--- src/rtl/led_sched_pkg.sv ---
// Shared types and sizing helpers for the LED blink-code scheduler.
// Optional round-robin arbitration is enabled with `define LED_SCHED_RR_EN (see led_blink_scheduler).
package led_sched_pkg;

  typedef enum logic [1:0] {
    StIdle = 2'd0,
    StOn   = 2'd1,
    StOff  = 2'd2,
    StGap  = 2'd3
  } led_state_e;

  // Clock cycles per phase tick; never below 2 so the prescaler always has a wrap cycle.
  function automatic int unsigned calc_tick_div(input int unsigned clk_hz,
                                                input int unsigned tick_hz);
    int unsigned div;
    div = clk_hz / tick_hz;
    return (div < 2) ? 2 : div;
  endfunction

  function automatic int unsigned calc_cnt_w(input int unsigned max_val);
    return (max_val < 1) ? 1 : $clog2(max_val + 1);
  endfunction

  function automatic int unsigned calc_phase_w(input int unsigned on_ticks,
                                               input int unsigned off_ticks,
                                               input int unsigned gap_ticks);
    int unsigned m;
    m = on_ticks;
    if (off_ticks > m) m = off_ticks;
    if (gap_ticks > m) m = gap_ticks;
    return calc_cnt_w(m);
  endfunction

endpackage

--- src/rtl/led_tick_prescaler.sv ---
// Free-running tick prescaler: counts 0..TickDiv-1 and pulses tick_o on the wrap cycle.
// Held at zero while clear_i is high, so the first phase after release lasts whole ticks.
module led_tick_prescaler #(
  parameter int unsigned TickDiv = 10
) (
  input  logic clk_i,
  input  logic rst_ni,
  input  logic clear_i,
  output logic tick_o
);

  localparam int unsigned CntW = $clog2(TickDiv);
  localparam logic [CntW-1:0] CntMax = CntW'(TickDiv - 1);

  logic [CntW-1:0] cnt_d, cnt_q;

  always_comb begin
    cnt_d  = cnt_q;
    tick_o = 1'b0;
    if (clear_i) begin
      cnt_d = '0;
    end else if (cnt_q == CntMax) begin
      cnt_d  = '0;
      tick_o = 1'b1;
    end else begin
      cnt_d = cnt_q + 1'b1;
    end
  end

  always_ff @(posedge clk_i or negedge rst_ni) begin
    if (!rst_ni) begin
      cnt_q <= '0;
    end else begin
      cnt_q <= cnt_d;
    end
  end

endmodule

--- src/rtl/led_blink_scheduler.sv ---
// Shares one LED between NUM_REQ requesters, each playing an N-pulse blink code.
// Fixed priority by default; `define LED_SCHED_RR_EN selects round-robin arbitration.
module led_blink_scheduler
  import led_sched_pkg::*;
#(
  parameter int unsigned CLK_HZ    = 100000000,
  parameter int unsigned TICK_HZ   = 10,
  parameter int unsigned NUM_REQ   = 4,
  parameter int unsigned CODE_W    = 4,
  parameter int unsigned ON_TICKS  = 2,
  parameter int unsigned OFF_TICKS = 2,
  parameter int unsigned GAP_TICKS = 6
) (
  input  logic                        CLK100MHZ,
  input  logic                        CPU_RESETN,
  input  logic [NUM_REQ-1:0]          req_valid,
  input  logic [NUM_REQ*CODE_W-1:0]   req_code,
  output logic [NUM_REQ-1:0]          req_ready,
  output logic [$clog2(NUM_REQ)-1:0]  grant_id,
  output logic                        busy,
  output logic                        LED
);

  localparam int unsigned TickDiv = calc_tick_div(CLK_HZ, TICK_HZ);
  localparam int unsigned PhaseW  = calc_phase_w(ON_TICKS, OFF_TICKS, GAP_TICKS);
  localparam int unsigned IdW     = $clog2(NUM_REQ);

  localparam logic [PhaseW-1:0] OnLast  = PhaseW'(ON_TICKS - 1);
  localparam logic [PhaseW-1:0] OffLast = PhaseW'(OFF_TICKS - 1);
  localparam logic [PhaseW-1:0] GapLast = PhaseW'(GAP_TICKS - 1);

  led_state_e        state_d, state_q;
  logic [PhaseW-1:0] phase_d, phase_q;
  logic [CODE_W-1:0] pulse_d, pulse_q;
  logic [IdW-1:0]    grant_d, grant_q;
  logic              led_d, led_q;

  logic              tick;
  logic              presc_clear;
  logic              sel_valid;
  logic [IdW-1:0]    sel_idx;
  logic [CODE_W-1:0] sel_code;
  logic              accept;

  assign presc_clear = (state_q == StIdle);

  led_tick_prescaler #(
    .TickDiv (TickDiv)
  ) u_prescaler (
    .clk_i   (CLK100MHZ),
    .rst_ni  (CPU_RESETN),
    .clear_i (presc_clear),
    .tick_o  (tick)
  );

`ifdef LED_SCHED_RR_EN
  logic [IdW-1:0] rr_ptr_d, rr_ptr_q;
  int             cand;

  // Scan offsets high to low so the smallest offset from the pointer wins.
  always_comb begin
    sel_valid = 1'b0;
    sel_idx   = '0;
    cand      = 0;
    for (int k = NUM_REQ - 1; k >= 0; k--) begin
      cand = int'(rr_ptr_q) + k;
      if (cand >= int'(NUM_REQ)) cand = cand - int'(NUM_REQ);
      if (req_valid[cand]) begin
        sel_valid = 1'b1;
        sel_idx   = IdW'(cand);
      end
    end
  end

  always_comb begin
    rr_ptr_d = rr_ptr_q;
    if (accept) begin
      rr_ptr_d = (sel_idx == IdW'(NUM_REQ - 1)) ? '0 : sel_idx + 1'b1;
    end
  end

  always_ff @(posedge CLK100MHZ or negedge CPU_RESETN) begin
    if (!CPU_RESETN) begin
      rr_ptr_q <= '0;
    end else begin
      rr_ptr_q <= rr_ptr_d;
    end
  end
`else
  // Scan high to low so the lowest valid index wins.
  always_comb begin
    sel_valid = 1'b0;
    sel_idx   = '0;
    for (int i = NUM_REQ - 1; i >= 0; i--) begin
      if (req_valid[i]) begin
        sel_valid = 1'b1;
        sel_idx   = IdW'(i);
      end
    end
  end
`endif

  assign sel_code = req_code[sel_idx*CODE_W +: CODE_W];

  always_comb begin
    req_ready = '0;
    if ((state_q == StIdle) && sel_valid) begin
      req_ready[sel_idx] = 1'b1;
    end
  end

  assign accept = |(req_ready & req_valid);

  always_comb begin
    state_d = state_q;
    phase_d = phase_q;
    pulse_d = pulse_q;
    grant_d = grant_q;
    unique case (state_q)
      StIdle: begin
        if (accept) begin
          grant_d = sel_idx;
          // A zero code is consumed without lighting the LED.
          if (sel_code != '0) begin
            pulse_d = sel_code;
            phase_d = '0;
            state_d = StOn;
          end
        end
      end
      StOn: begin
        if (tick) begin
          if (phase_q == OnLast) begin
            phase_d = '0;
            pulse_d = pulse_q - 1'b1;
            state_d = (pulse_q == CODE_W'(1)) ? StGap : StOff;
          end else begin
            phase_d = phase_q + 1'b1;
          end
        end
      end
      StOff: begin
        if (tick) begin
          if (phase_q == OffLast) begin
            phase_d = '0;
            state_d = StOn;
          end else begin
            phase_d = phase_q + 1'b1;
          end
        end
      end
      StGap: begin
        if (tick) begin
          if (phase_q == GapLast) begin
            phase_d = '0;
            state_d = StIdle;
          end else begin
            phase_d = phase_q + 1'b1;
          end
        end
      end
      default: begin
        state_d = StIdle;
      end
    endcase
  end

  assign led_d = (state_d == StOn);

  always_ff @(posedge CLK100MHZ or negedge CPU_RESETN) begin
    if (!CPU_RESETN) begin
      state_q <= StIdle;
      phase_q <= '0;
      pulse_q <= '0;
      grant_q <= '0;
      led_q   <= 1'b0;
    end else begin
      state_q <= state_d;
      phase_q <= phase_d;
      pulse_q <= pulse_d;
      grant_q <= grant_d;
      led_q   <= led_d;
    end
  end

  assign grant_id = grant_q;
  assign busy     = (state_q != StIdle);
  assign LED      = led_q;

endmodule

--- config.mk ---
export PLATFORM = sky130hd
export DESIGN_NAME = led_blink_scheduler
export DESIGN_NICKNAME = d
export VERILOG_FILES = /design/src/rtl/led_sched_pkg.sv /design/src/rtl/led_tick_prescaler.sv /design/src/rtl/led_blink_scheduler.sv
export SDC_FILE = /design/constraint.sdc
export NUM_CORES = 1
export LEC_CHECK = 0
export BUFFER_PORTS_ARGS = -buffer_cell sky130_fd_sc_hd__buf_2
export CAP_MARGIN = 20
export CORE_MARGIN = 2
export CORE_UTILIZATION = 37
export DETAILED_ROUTE_END_ITERATION = 12
export PLACE_DENSITY = 0.51
export REMOVE_ABC_BUFFERS = 1
export SYNTH_ARGS = -nofsm -noshare
export SYNTH_HDL_FRONTEND = slang
export SYNTH_HIERARCHICAL = 1
export SYNTH_SLANG_ARGS = --single-unit
--- constraint.sdc ---
create_clock -name CLK100MHZ -period 4.17 [get_ports CLK100MHZ]
set_input_delay 0.2085 -clock CLK100MHZ [delete_from_list [all_inputs] [get_ports CLK100MHZ]]
set_output_delay 0.2085 -clock CLK100MHZ [all_outputs]
set_load 0.01 [all_outputs]
==> results of run 1 <==
power by group:
part / switching (uW) / internal [uW] / total (uW) / leakage [uW]
Sequential: 0.0000149 / 349 / 349 / 0.000463
Combinational: 32.9 / 17.5 / 50.4 / 0.000682
Clock: 139 / 118 / 257 / 0.0000404
Total: 171 / 485 / 656 / 0.00118
final cells by class:
| cell class | instances | share of cell area |
|---|---|---|
| clock buffers | 5 | 0.0251 |
| multi-input cells | 212 | 0.526 |
| repair buffers | 29 | 0.0528 |
| well taps | 77 | 0.0351 |
| inverters | 18 | 0.0246 |
| flip-flops and latches | 36 | 0.328 |
| clock inverters | 3 | 0.00866 |
worst max-delay path: cells and delay by family (launching register included):
| kind | cells | cell delay (ns) |
|---|---|---|
| simple gates | 5 | 1.12 |
| fa+ha+maj | 1 | 0.23 |
| compound gates | 4 | 0.83 |
| flops | 1 | 0.38 |
registers in the layout, indices dropped and copies added, names as in the netlist:
name / count
state_q: 2
u_prescaler/cnt_q: 24
pulse_q: 4
phase_q: 3
grant_id: 2
LED: 1
placed cells by master (no fill, tap or decap), types with 2 or more instances in the layout:
| master | Yosys | layout |
|---|---|---|
| sky130_fd_sc_hd__and4_1 | 4 | 4 |
| sky130_fd_sc_hd__or4_1 | 3 | 3 |
| sky130_fd_sc_hd__a41o_1 | 2 | 2 |
| sky130_fd_sc_hd__nor2_1 | 31 | 31 |
| sky130_fd_sc_hd__a311o_1 | 2 | 2 |
| sky130_fd_sc_hd__nand4_1 | 6 | 6 |
| sky130_fd_sc_hd__a221oi_1 | 2 | 2 |
| sky130_fd_sc_hd__inv_1 | 17 | 17 |
| sky130_fd_sc_hd__a21oi_1 | 13 | 13 |
| sky130_fd_sc_hd__dfrtp_1 | 36 | 36 |
| sky130_fd_sc_hd__xor2_1 | 6 | 6 |
| sky130_fd_sc_hd__a22oi_1 | 4 | 4 |
| sky130_fd_sc_hd__o21ai_0 | 17 | 17 |
| sky130_fd_sc_hd__nand2_1 | 10 | 10 |
| sky130_fd_sc_hd__nand4b_1 | 3 | 3 |
| sky130_fd_sc_hd__a31oi_1 | 2 | 2 |
| sky130_fd_sc_hd__or3_1 | 7 | 7 |
| sky130_fd_sc_hd__clkinvlp_4 | 0 | 2 |
| sky130_fd_sc_hd__nand3b_1 | 3 | 3 |
| sky130_fd_sc_hd__mux2i_1 | 3 | 3 |
| sky130_fd_sc_hd__and2_1 | 2 | 2 |
| sky130_fd_sc_hd__nor3_1 | 6 | 6 |
| sky130_fd_sc_hd__nor4_1 | 7 | 7 |
| sky130_fd_sc_hd__mux2_4 | 2 | 2 |
| sky130_fd_sc_hd__xnor2_1 | 9 | 9 |
| sky130_fd_sc_hd__ha_1 | 10 | 10 |
| sky130_fd_sc_hd__nand3_1 | 11 | 11 |
| sky130_fd_sc_hd__nor2b_1 | 3 | 3 |
| sky130_fd_sc_hd__nand2b_1 | 3 | 3 |
| sky130_fd_sc_hd__clkbuf_8 | 0 | 5 |
| sky130_fd_sc_hd__and3_1 | 5 | 5 |
| sky130_fd_sc_hd__a211o_1 | 2 | 2 |
| sky130_fd_sc_hd__buf_2 | 2 | 29 |
| sky130_fd_sc_hd__a211oi_1 | 4 | 4 |
| sky130_fd_sc_hd__a21o_1 | 2 | 2 |
worst min path at each step:
stage / to / slack, ns / cells past startpoint
floorplan: LED$_DFF_PN0_ / -0.09 / 0
detailed placement: u_prescaler/cnt_q[4]$_DFF_PN0_ / 0.36 / 1
CTS: u_prescaler/cnt_q[4]$_DFF_PN0_ / 0.03 / 1
global route: u_prescaler/cnt_q[4]$_DFF_PN0_ / 0.07 / 1
global placement: u_prescaler/cnt_q[4]$_DFF_PN0_ / 0.36 / 1
finish: u_prescaler/cnt_q[4]$_DFF_PN0_ / 0.006 / 1
cells by family (layout without fill, tap and decap cells):
| kind of cell | count (synthesis) | after routing | synth area share |
|---|---|---|---|
| adder cells (fa/ha/maj) | 10 | 10 | 0.0510 |
| AND/OR/NAND/NOR | 113 | 113 | 0.258 |
| XOR/XNOR | 15 | 15 | 0.0536 |
| multiplexers | 5 | 5 | 0.0245 |
| AO/OA/AOI/OAI | 69 | 69 | 0.202 |
| flip-flops | 36 | 36 | 0.367 |
| buffers and inverters | 28 | 55 | 0.0439 |
routing by layer:
layer  part of all wire  GRT usage  vias to the layer above
met5                  0          0                        -
met4             0.0074     0.0433                        0
met3              0.030     0.0321                        4
met2               0.45      0.250                       36
met1               0.51      0.234                     1072
li1                   -          -                     1083
through the flow:
stage	total power, uW	cell area (sq um)	instances
after floorplan	377	2410	266
after global placement	407	2650	372
after detailed placement	406	2650	372
after CTS	670	2750	380
after global routing	692	2750	380
final	656	2750	380
==> impl_metrics.yaml, run 1 <==
setup_path:
  crit_chain: "ha_1 > and3_1 > and2_1 > nand4_1 > nor2_1 > nand3b_1 > a21o_1 > a311o_1 > a21oi_1 > a311oi_1"
  critPathMaxStageDelay_ns: 0.38
  worstPathRequired_ns: 4.33
  reg2regPathDepth: 10
  crit_type: "flop to flop"
  critical_path.startpoint: "u_prescaler/cnt_q[0]$_DFF_PN0_"
  type_of_destination_of_the_critical_path: "flop"
  slowest_stage: "sky130_fd_sc_hd__dfrtp_1"
  rr_startpoint: "u_prescaler/cnt_q[0]$_DFF_PN0_"
  regToRegSetupSlack_ns: 1.48
  start_kind: "flop"
  critical_path_arrival_ns: 2.85
  reg2reg_to: "LED$_DFF_PN0_"
  critPathMaxFanout: 6
  worstSetupEndpoint: "LED$_DFF_PN0_"
detailed_routing:
  drt-initial-drc-count: 80
  postRouteAntennaNets: 0
  routedWlPerCell_um: 14.8
  drt-vias-per-instance: 5.78
  drtPass1Iterations: 4
  drcViolationCount: 0
  vias: 2195
  routed_wl_um: 5640
die:
  floorplan.initialDensity: 0.384
  core_region_area_sq_mm: 0.00639
  dieArea_sq_mm: 0.00729
  ios: 30
  core.rowCount: 29
  chipHeight_um: 85.4
  die_width_um: 85.4
logic_synthesis:
  post_synth_inst_count: 276
  synth.area.top_cells: "sky130_fd_sc_hd__dfrtp_1, sky130_fd_sc_hd__ha_1, sky130_fd_sc_hd__nor2_1"
  async_flop_share: 1.00
  synth_top_cells_by_count: "sky130_fd_sc_hd__dfrtp_1, sky130_fd_sc_hd__nor2_1, sky130_fd_sc_hd__inv_1, sky130_fd_sc_hd__o21ai_0, sky130_fd_sc_hd__a21oi_1"
  synth.ff_latch_count: 36
  post_synth_num_cell_types: 63
  edff_count_synth: 0
  dominantRegCellSynth: "sky130_fd_sc_hd__dfrtp_1"
  yosysWarnings: 6
  ys_seq_area_frac: 0.367
  syn-mean-instance-area_sq_um: 8.89
  synthDominantCellAreaShare: 0.367
  synth_most_common_cell: "sky130_fd_sc_hd__dfrtp_1"
  yosys.area.top_type: "sky130_fd_sc_hd__dfrtp_1"
  syn-cell-area_sq_mm: 0.00245
grt:
  grt_first_pass_wirelength_um: 9690
  track_usage: 0.163
  antenna_found_initial: 0
  grt_overflow_total: 0
  grt_start_max_net_pins: 37
  vias_in_the_first_global_route: 2067
placed_design:
  place.detailed.hpwl_um: 4080
  port_buffers: 29
  dp_worst_setup_slack_ns: 1.53
  routability_driven_placement_congestion_ratio: 0.770
sta:
  slew_headroom: 0.450
  clock-skew-final_ns: 0.00387
  worst_hold_slack_ns: 0.00585
  timing.setup.tns_ns: 0
  worst_slew_pin_slew_ns: 0.824
  period_share: 0.645
  hold_viol: 0
  grt_setup_unrepaired: "no"
  timing.final.setup_violations: 0
  max_transition_viols_final: 0
  layout_setup_ws_ns: 1.48
  achievable-frequency_ghz: 0.372
  period_needed_ns: 2.69
clock_tree:
  ctsHtreeMaxLevel: 2
  hold_buffers: 0
  clock_path_buffers: 2
  clock_insertion_delay_worst_skew_ns: 0.29
  cts_root_buf: "sky130_fd_sc_hd__clkbuf_8"
  clock_transition_at_the_registers_of_the_reported_paths_ns: 0.08
  cts.sink_count: 36
  tritoncts_clock_tree: "done"
  post-cts-setup-buffers: 0
  total_cts_buffers: 5
  ctsResizeCount: 0
pwr:
  vdd_ir_drop_max_mv: 0.136
  leakage_uw: 0.00118
  power_density_mw_per_mm2: 239
hold_path:
  holdCritPathClass: "input port to async pin"
cells_and_area:
  drive_above_1_share: 0.162
  multi_input_comb_area_sq_mm: 0.00144
  area_growth_pct: 12.0
  fill_cells: 662
  layout.core_utilization: 0.430
  layout.nets: 334
  n_antenna_cell: 0
  sequential_cell_area_sq_um: 901
status:
  run_status: "finished, final reports clean"
flow_run:
  max_cap_viol_count: 0
Power figures use the tool's default switching activity.
==> run 2, diff against run 1 <==
PLACE_DENSITY = 0.53   (was 0.51)
clock period = 2.2 ns   (was 4.17 ns; I/O delays follow)
==> run 2 against run 1 <==
Critical endpoint unchanged; critical path depth shrank 1; combinational power rose by 100%; worst setup slack worse by 1.4 ns; final area up 11%; highest routed layer unchanged; critical path type unchanged; first-iteration DRC count increased by 21%; register-to-register slack worse by 1.4 ns; count of clock-buffer cells in the layout stayed put.
==> impl_metrics.yaml, run 2 (same netlist as run 1, synthesis figures left out) <==
status:
  run_status: "finished, final reports clean"
die:
  core_region_area_sq_mm: 0.00639
  floorplan.initialDensity: 0.384
  dieArea_sq_mm: 0.00729
  die_width_um: 85.4
  ios: 30
  core.rowCount: 29
  chipHeight_um: 85.4
sta:
  period_needed_ns: 2.16
  timing.setup.tns_ns: 0
  worst_slew_pin_slew_ns: 0.841
  clock-skew-final_ns: 0.00704
  period_share: 0.980
  slew_headroom: 0.439
  timing.final.setup_violations: 0
  hold_viol: 0
  grt_setup_unrepaired: "yes"
  max_transition_viols_final: 0
  achievable-frequency_ghz: 0.464
detailed_routing:
  drt-vias-per-instance: 5.53
  vias: 2290
  postRouteAntennaNets: 0
  routed_wl_um: 6170
  drcViolationCount: 0
  routedWlPerCell_um: 14.9
  drt-initial-drc-count: 97
  drtPass1Iterations: 4
setup_path:
  start_kind: "flop"
  rr_startpoint: "u_prescaler/cnt_q[7]$_DFF_PN0_"
  critPathMaxFanout: 3
  type_of_destination_of_the_critical_path: "flop"
  critical_path_arrival_ns: 2.31
  critical_path.startpoint: "u_prescaler/cnt_q[7]$_DFF_PN0_"
  crit_type: "flop to flop"
  worstPathRequired_ns: 2.36
  reg2regPathDepth: 9
clock_tree:
  ctsHtreeMaxLevel: 2
  cts.sink_count: 36
  total_cts_buffers: 5
  tritoncts_clock_tree: "done"
  clock_path_buffers: 2
  clock_transition_at_the_registers_of_the_reported_paths_ns: 0.08
  cts_root_buf: "sky130_fd_sc_hd__clkbuf_8"
  clock_insertion_delay_worst_skew_ns: 0.29
cells_and_area:
  largest_reg_flops: 24
  layout.nets: 368
  drive_above_1_share: 0.279
  layout.cells.most_common: "sky130_fd_sc_hd__dfrtp_1"
  layout.core_utilization: 0.479
  n_antenna_cell: 0
  fill_cells: 618
  area_growth_pct: 24.7
  biggestRegsByFlops: "u_prescaler/cnt_q (24), pulse_q (4), phase_q (3)"
  final_cell_mix: "sky130_fd_sc_hd__dfrtp_1, sky130_fd_sc_hd__buf_4, sky130_fd_sc_hd__nor2_1, sky130_fd_sc_hd__buf_2, sky130_fd_sc_hd__inv_1"
  largest_register: "u_prescaler/cnt_q"
pwr:
  total_power_uw: 1250
  vdd_ir_drop_max_mv: 0.283
  leakage_uw: 0.00137
  power_density_mw_per_mm2: 407
grt:
  antenna_found_initial: 0
  track_usage: 0.176
  grt_first_pass_wirelength_um: 10300
  grt_start_max_net_pins: 37
  grt_overflow_total: 0
  vias_in_the_first_global_route: 2167
placed_design:
  port_buffers: 29
  routability_driven_placement_congestion_ratio: 0.814
  place.detailed.hpwl_um: 4440
flow_run:
  max_cap_viol_count: 0
hold_path:
  holdCritPathClass: "input port to flop"
  hp-start: "req_valid[1]"
  hold_path_depth: 3
==> run 2: changes by cell type in the layout (fill, tap and decap cells not counted), moves of 2 or more <==
cell	change
sky130_fd_sc_hd__buf_4	+33
sky130_fd_sc_hd__clkinv_2	+2
sky130_fd_sc_hd__nor4_1	-3
sky130_fd_sc_hd__nor4_2	+3
sky130_fd_sc_hd__o21ai_2	+2
==> run 2: repair_timing <==
| action | 4_1_cts | 5_1_grt |
|---|---|---|
| pin swaps | 8 | 6 |
| hold buffers | 1 | 0 |
| buffers inserted | 1 | 0 |
| gates resized for setup | 5 | 8 |
| setup endpoints to repair | 4 | 5 |
| endpoints found under the hold margin | 36 | 0 |
==> run 2: final timing paths <==
kind	endpoint	slack, ns
worst max-delay path	LED$_DFF_PN0_	0.04
worst min-delay path	grant_id[0]$_DFFE_PN0P_	0.22
worst max register to register	LED$_DFF_PN0_	0.04
worst min register to register	grant_id[1]$_DFFE_PN0P_	0.55
max in group asynchronous	pulse_q[3]$_DFFE_PN0P_	1.21
min in group asynchronous	u_prescaler/cnt_q[12]$_DFF_PN0_	0.46
==> run 2: critical path, cell delays in order, from the launching register on <==
cell	delay (ns)
sky130_fd_sc_hd__dfrtp_1	0.39
sky130_fd_sc_hd__nor4_2	0.26
sky130_fd_sc_hd__and4_1	0.26
sky130_fd_sc_hd__nand4_1	0.12
sky130_fd_sc_hd__nor2_2	0.15
sky130_fd_sc_hd__nand3b_1	0.15
sky130_fd_sc_hd__a21o_1	0.20
sky130_fd_sc_hd__a311o_1	0.28
sky130_fd_sc_hd__a21oi_2	0.15
sky130_fd_sc_hd__a311oi_1	0.07
==> run 2: routing by layer <==
metal,up-vias,routed length (um),track usage
met5,-,0,0
met4,0,40,0.0433
met3,4,166,0.0360
met2,31,2920,0.271
met1,1111,3040,0.254
li1,1144,-,-
==> run 2: cell type report <==
type,instances,area [sq um],area share
clock inverter,3,18.8,0.00614
sequential,36,901,0.295
tap,77,96.3,0.0315
inverter,18,71.3,0.0233
timing repair buffer,63,403,0.132
clock buffer,5,68.8,0.0225
multi-input combinational,212,1500,0.490
==> run 2: where the power goes <==
part | internal (uW) | leakage (uW) | switching [uW]
Combinational | 37.4 | 0.000863 | 65.8
Sequential | 661 | 0.000463 | 0.0000279
Clock | 221 | 0.0000479 | 260
==> run 2: through the flow <==
step / instance area [sq um] / hold WS (ns) / cells / setup slack [ns]
2_1_floorplan: 2410 / -0.186 / 266 / -0.130
4_1_cts: 3020 / 0.219 / 414 / 0.0133
5_1_grt: 3060 / 0.246 / 414 / -0.0864
3_3_place_gp: 2890 / 0.275 / 404 / 0.00206
6_report: 3060 / 0.224 / 414 / 0.0441
3_5_place_dp: 2890 / 0.275 / 404 / -0.0812
==> run 3, diff against run 2 <==
--- a/config.mk
+++ b/config.mk
@@ -12,4 +12,5 @@
 export DETAILED_ROUTE_END_ITERATION = 12
 export PLACE_DENSITY = 0.53
+export RECOVER_POWER = 100
 export REMOVE_ABC_BUFFERS = 1
 export SYNTH_ARGS = -nofsm -noshare
==> constraint.sdc (replaced) <==
create_clock -name CLK100MHZ -period 2.2 [get_ports CLK100MHZ]
set_input_delay 0.22 -clock CLK100MHZ [delete_from_list [all_inputs] [get_ports CLK100MHZ]]
set_output_delay 0.22 -clock CLK100MHZ [all_outputs]
set_load 0.01 [all_outputs]
==> run 3 against run 2 <==
The run now ends with capacitance limit, slew limit left; total power up 1.3%; routed wire length down 1.2%; final area up 0.86%; non-clock buffer count grew 9; clock skew increased by 0.0035 ns; utilization rose by 0.41 points; clock power grew 4%; fmax rose by 2.3%; first-iteration DRC count increased by 11%; combinational power hardly changed; sequential share of layout area fell by 0.25 points; hold slack improved by 0.14 ns; largest cell class unchanged; highest routed layer unchanged.
==> impl_metrics.yaml, run 3 (same netlist as run 1, synthesis figures left out) <==
setup_path:
  worstPathRequired_ns: 2.35
  worstSetupEndpoint: "LED$_DFF_PN0_"
  reg2reg_to: "LED$_DFF_PN0_"
  rr_startpoint: "u_prescaler/cnt_q[16]$_DFF_PN0_"
  critPathMaxFanout: 3
  crit_chain: "nor4_1 > and4_1 > nand4_1 > nor2_2 > nand3b_1 > a21o_1 > a311o_1 > a21oi_2 > a311oi_1"
  start_kind: "flop"
  regToRegSetupSlack_ns: 0.09
  critical_path.startpoint: "u_prescaler/cnt_q[16]$_DFF_PN0_"
  critPathMaxStageDelay_ns: 0.38
  reg2regPathDepth: 9
  critical_path_arrival_ns: 2.26
  crit_type: "flop to flop"
  slowest_stage: "sky130_fd_sc_hd__dfrtp_1"
  type_of_destination_of_the_critical_path: "flop"
clock_tree:
  tritoncts_clock_tree: "done"
  total_cts_buffers: 5
  ctsHtreeMaxLevel: 2
  cts_root_buf: "sky130_fd_sc_hd__clkbuf_8"
  clock_transition_at_the_registers_of_the_reported_paths_ns: 0.08
  clock_insertion_delay_worst_skew_ns: 0.28
  clock_path_buffers: 2
  cts.sink_count: 36
cells_and_area:
  n_antenna_cell: 0
  area_growth_pct: 25.8
  layout.nets: 377
  drive_above_1_share: 0.257
  largest_register: "u_prescaler/cnt_q"
  biggestRegsByFlops: "u_prescaler/cnt_q (24), pulse_q (4), phase_q (3)"
  fill_cells: 634
  final_cell_mix: "sky130_fd_sc_hd__buf_4, sky130_fd_sc_hd__dfrtp_1, sky130_fd_sc_hd__nor2_1, sky130_fd_sc_hd__buf_2"
  layout.cells.most_common: "sky130_fd_sc_hd__buf_4"
  largest_reg_flops: 24
  layout.core_utilization: 0.483
detailed_routing:
  routedWlPerCell_um: 14.4
  postRouteAntennaNets: 0
  vias: 2322
  routed_wl_um: 6090
  drcViolationCount: 0
  drt-vias-per-instance: 5.49
  drtPass1Iterations: 4
  drt-initial-drc-count: 108
sta:
  worst_slew_pin_slew_ns: 2.04
  slew_headroom: -0.357
  grt_setup_unrepaired: "yes"
  period_needed_ns: 2.11
  timing.final.setup_violations: 0
  max_transition_viols_final: 37
  layout_setup_ws_ns: 0.0935
  period_share: 0.958
  clock-skew-final_ns: 0.0105
  achievable-frequency_ghz: 0.475
  hold_viol: 0
pwr:
  leakage_uw: 0.00137
  vdd_ir_drop_max_mv: 0.398
  power_density_mw_per_mm2: 409
placed_design:
  place.detailed.hpwl_um: 4500
  routability_driven_placement_congestion_ratio: 0.785
  dp_worst_setup_slack_ns: -0.0832
  port_buffers: 29
die:
  ios: 30
  dieArea_sq_mm: 0.00729
  chipHeight_um: 85.4
  die_width_um: 85.4
  core_region_area_sq_mm: 0.00639
  floorplan.initialDensity: 0.384
  core.rowCount: 29
hold_path:
  holdCritPathClass: "input port to flop"
grt:
  grt_start_max_net_pins: 37
  grt_first_pass_wirelength_um: 10500
  vias_in_the_first_global_route: 2296
  antenna_found_initial: 0
  track_usage: 0.176
  grt_overflow_total: 0
flow_run:
  max_cap_viol_count: 1
status:
  run_status: "complete, but fails checks"
  violations: "capacitance limit, slew limit"
## run 3: repair_timing
action | in CTS | in global routing
hold buffers | 0 | 0
pin swaps | 5 | 10
setup buffers | 3 | 3
endpoints found under the setup margin | 3 | 11
gates resized for setup | 2 | 8
## run 3: critical path: cells and delay by family, from the launching register on
family	cells	cell delay, ns
simple gates	5	0.89
flops	1	0.38
compound gates	4	0.68
## run 3: cell type report
cell class,instances,area [sq um],share of cell area
inverters,18,71.3,0.0231
multi-input cells,212,1470,0.478
well taps,77,96.3,0.0312
clock buffers,7,86.3,0.0280
clock inverters,1,7.51,0.00243
repair buffers,72,448,0.145
flip-flops and latches,36,901,0.292
## run 3: layer usage
| layer | routed length (um) | track usage | vias up |
|---|---|---|---|
| met2 | 2910 | 0.281 | 27 |
| met4 | 29 | 0.0447 | 0 |
| met3 | 155 | 0.0302 | 2 |
| met5 | 0 | 0 | - |
| li1 | - | - | 1164 |
| met1 | 3000 | 0.249 | 1129 |
## run 3: power by group
group          total (uW)  switching (uW)  internal (uW)
clock                 499             245            255
sequential            661       0.0000335            661
combinational         100            63.5           36.9
## run 3: how the worst min path moves through the flow
stage                      start                         endpoint  depth (start not counted)
finish              req_valid[1]          grant_id[0]$_DFFE_PN0P_                          3
global route        req_valid[3]          grant_id[1]$_DFFE_PN0P_                          3
CTS                   CPU_RESETN  u_prescaler/cnt_q[10]$_DFF_PN0_                          1
detailed placement    CPU_RESETN  u_prescaler/cnt_q[10]$_DFF_PN0_                          1
global placement      CPU_RESETN   u_prescaler/cnt_q[5]$_DFF_PN0_                          1
floorplan             CPU_RESETN                    LED$_DFF_PN0_                          0
## run 3: metrics by stage
step | std cells | power, uW | TNS, ns | hold slack (ns) | instance area (sq um)
after floorplan | 266 | 715 | -0.298 | -0.0756 | 2410
after global placement | 410 | 776 | -0.0619 | 0.371 | 2940
after detailed placement | 410 | 776 | -0.155 | 0.377 | 2940
after CTS | 421 | 1280 | 0 | 0.0580 | 3060
after global routing | 423 | 1330 | -0.132 | 0.389 | 3080
final | 423 | 1260 | 0 | 0.368 | 3080
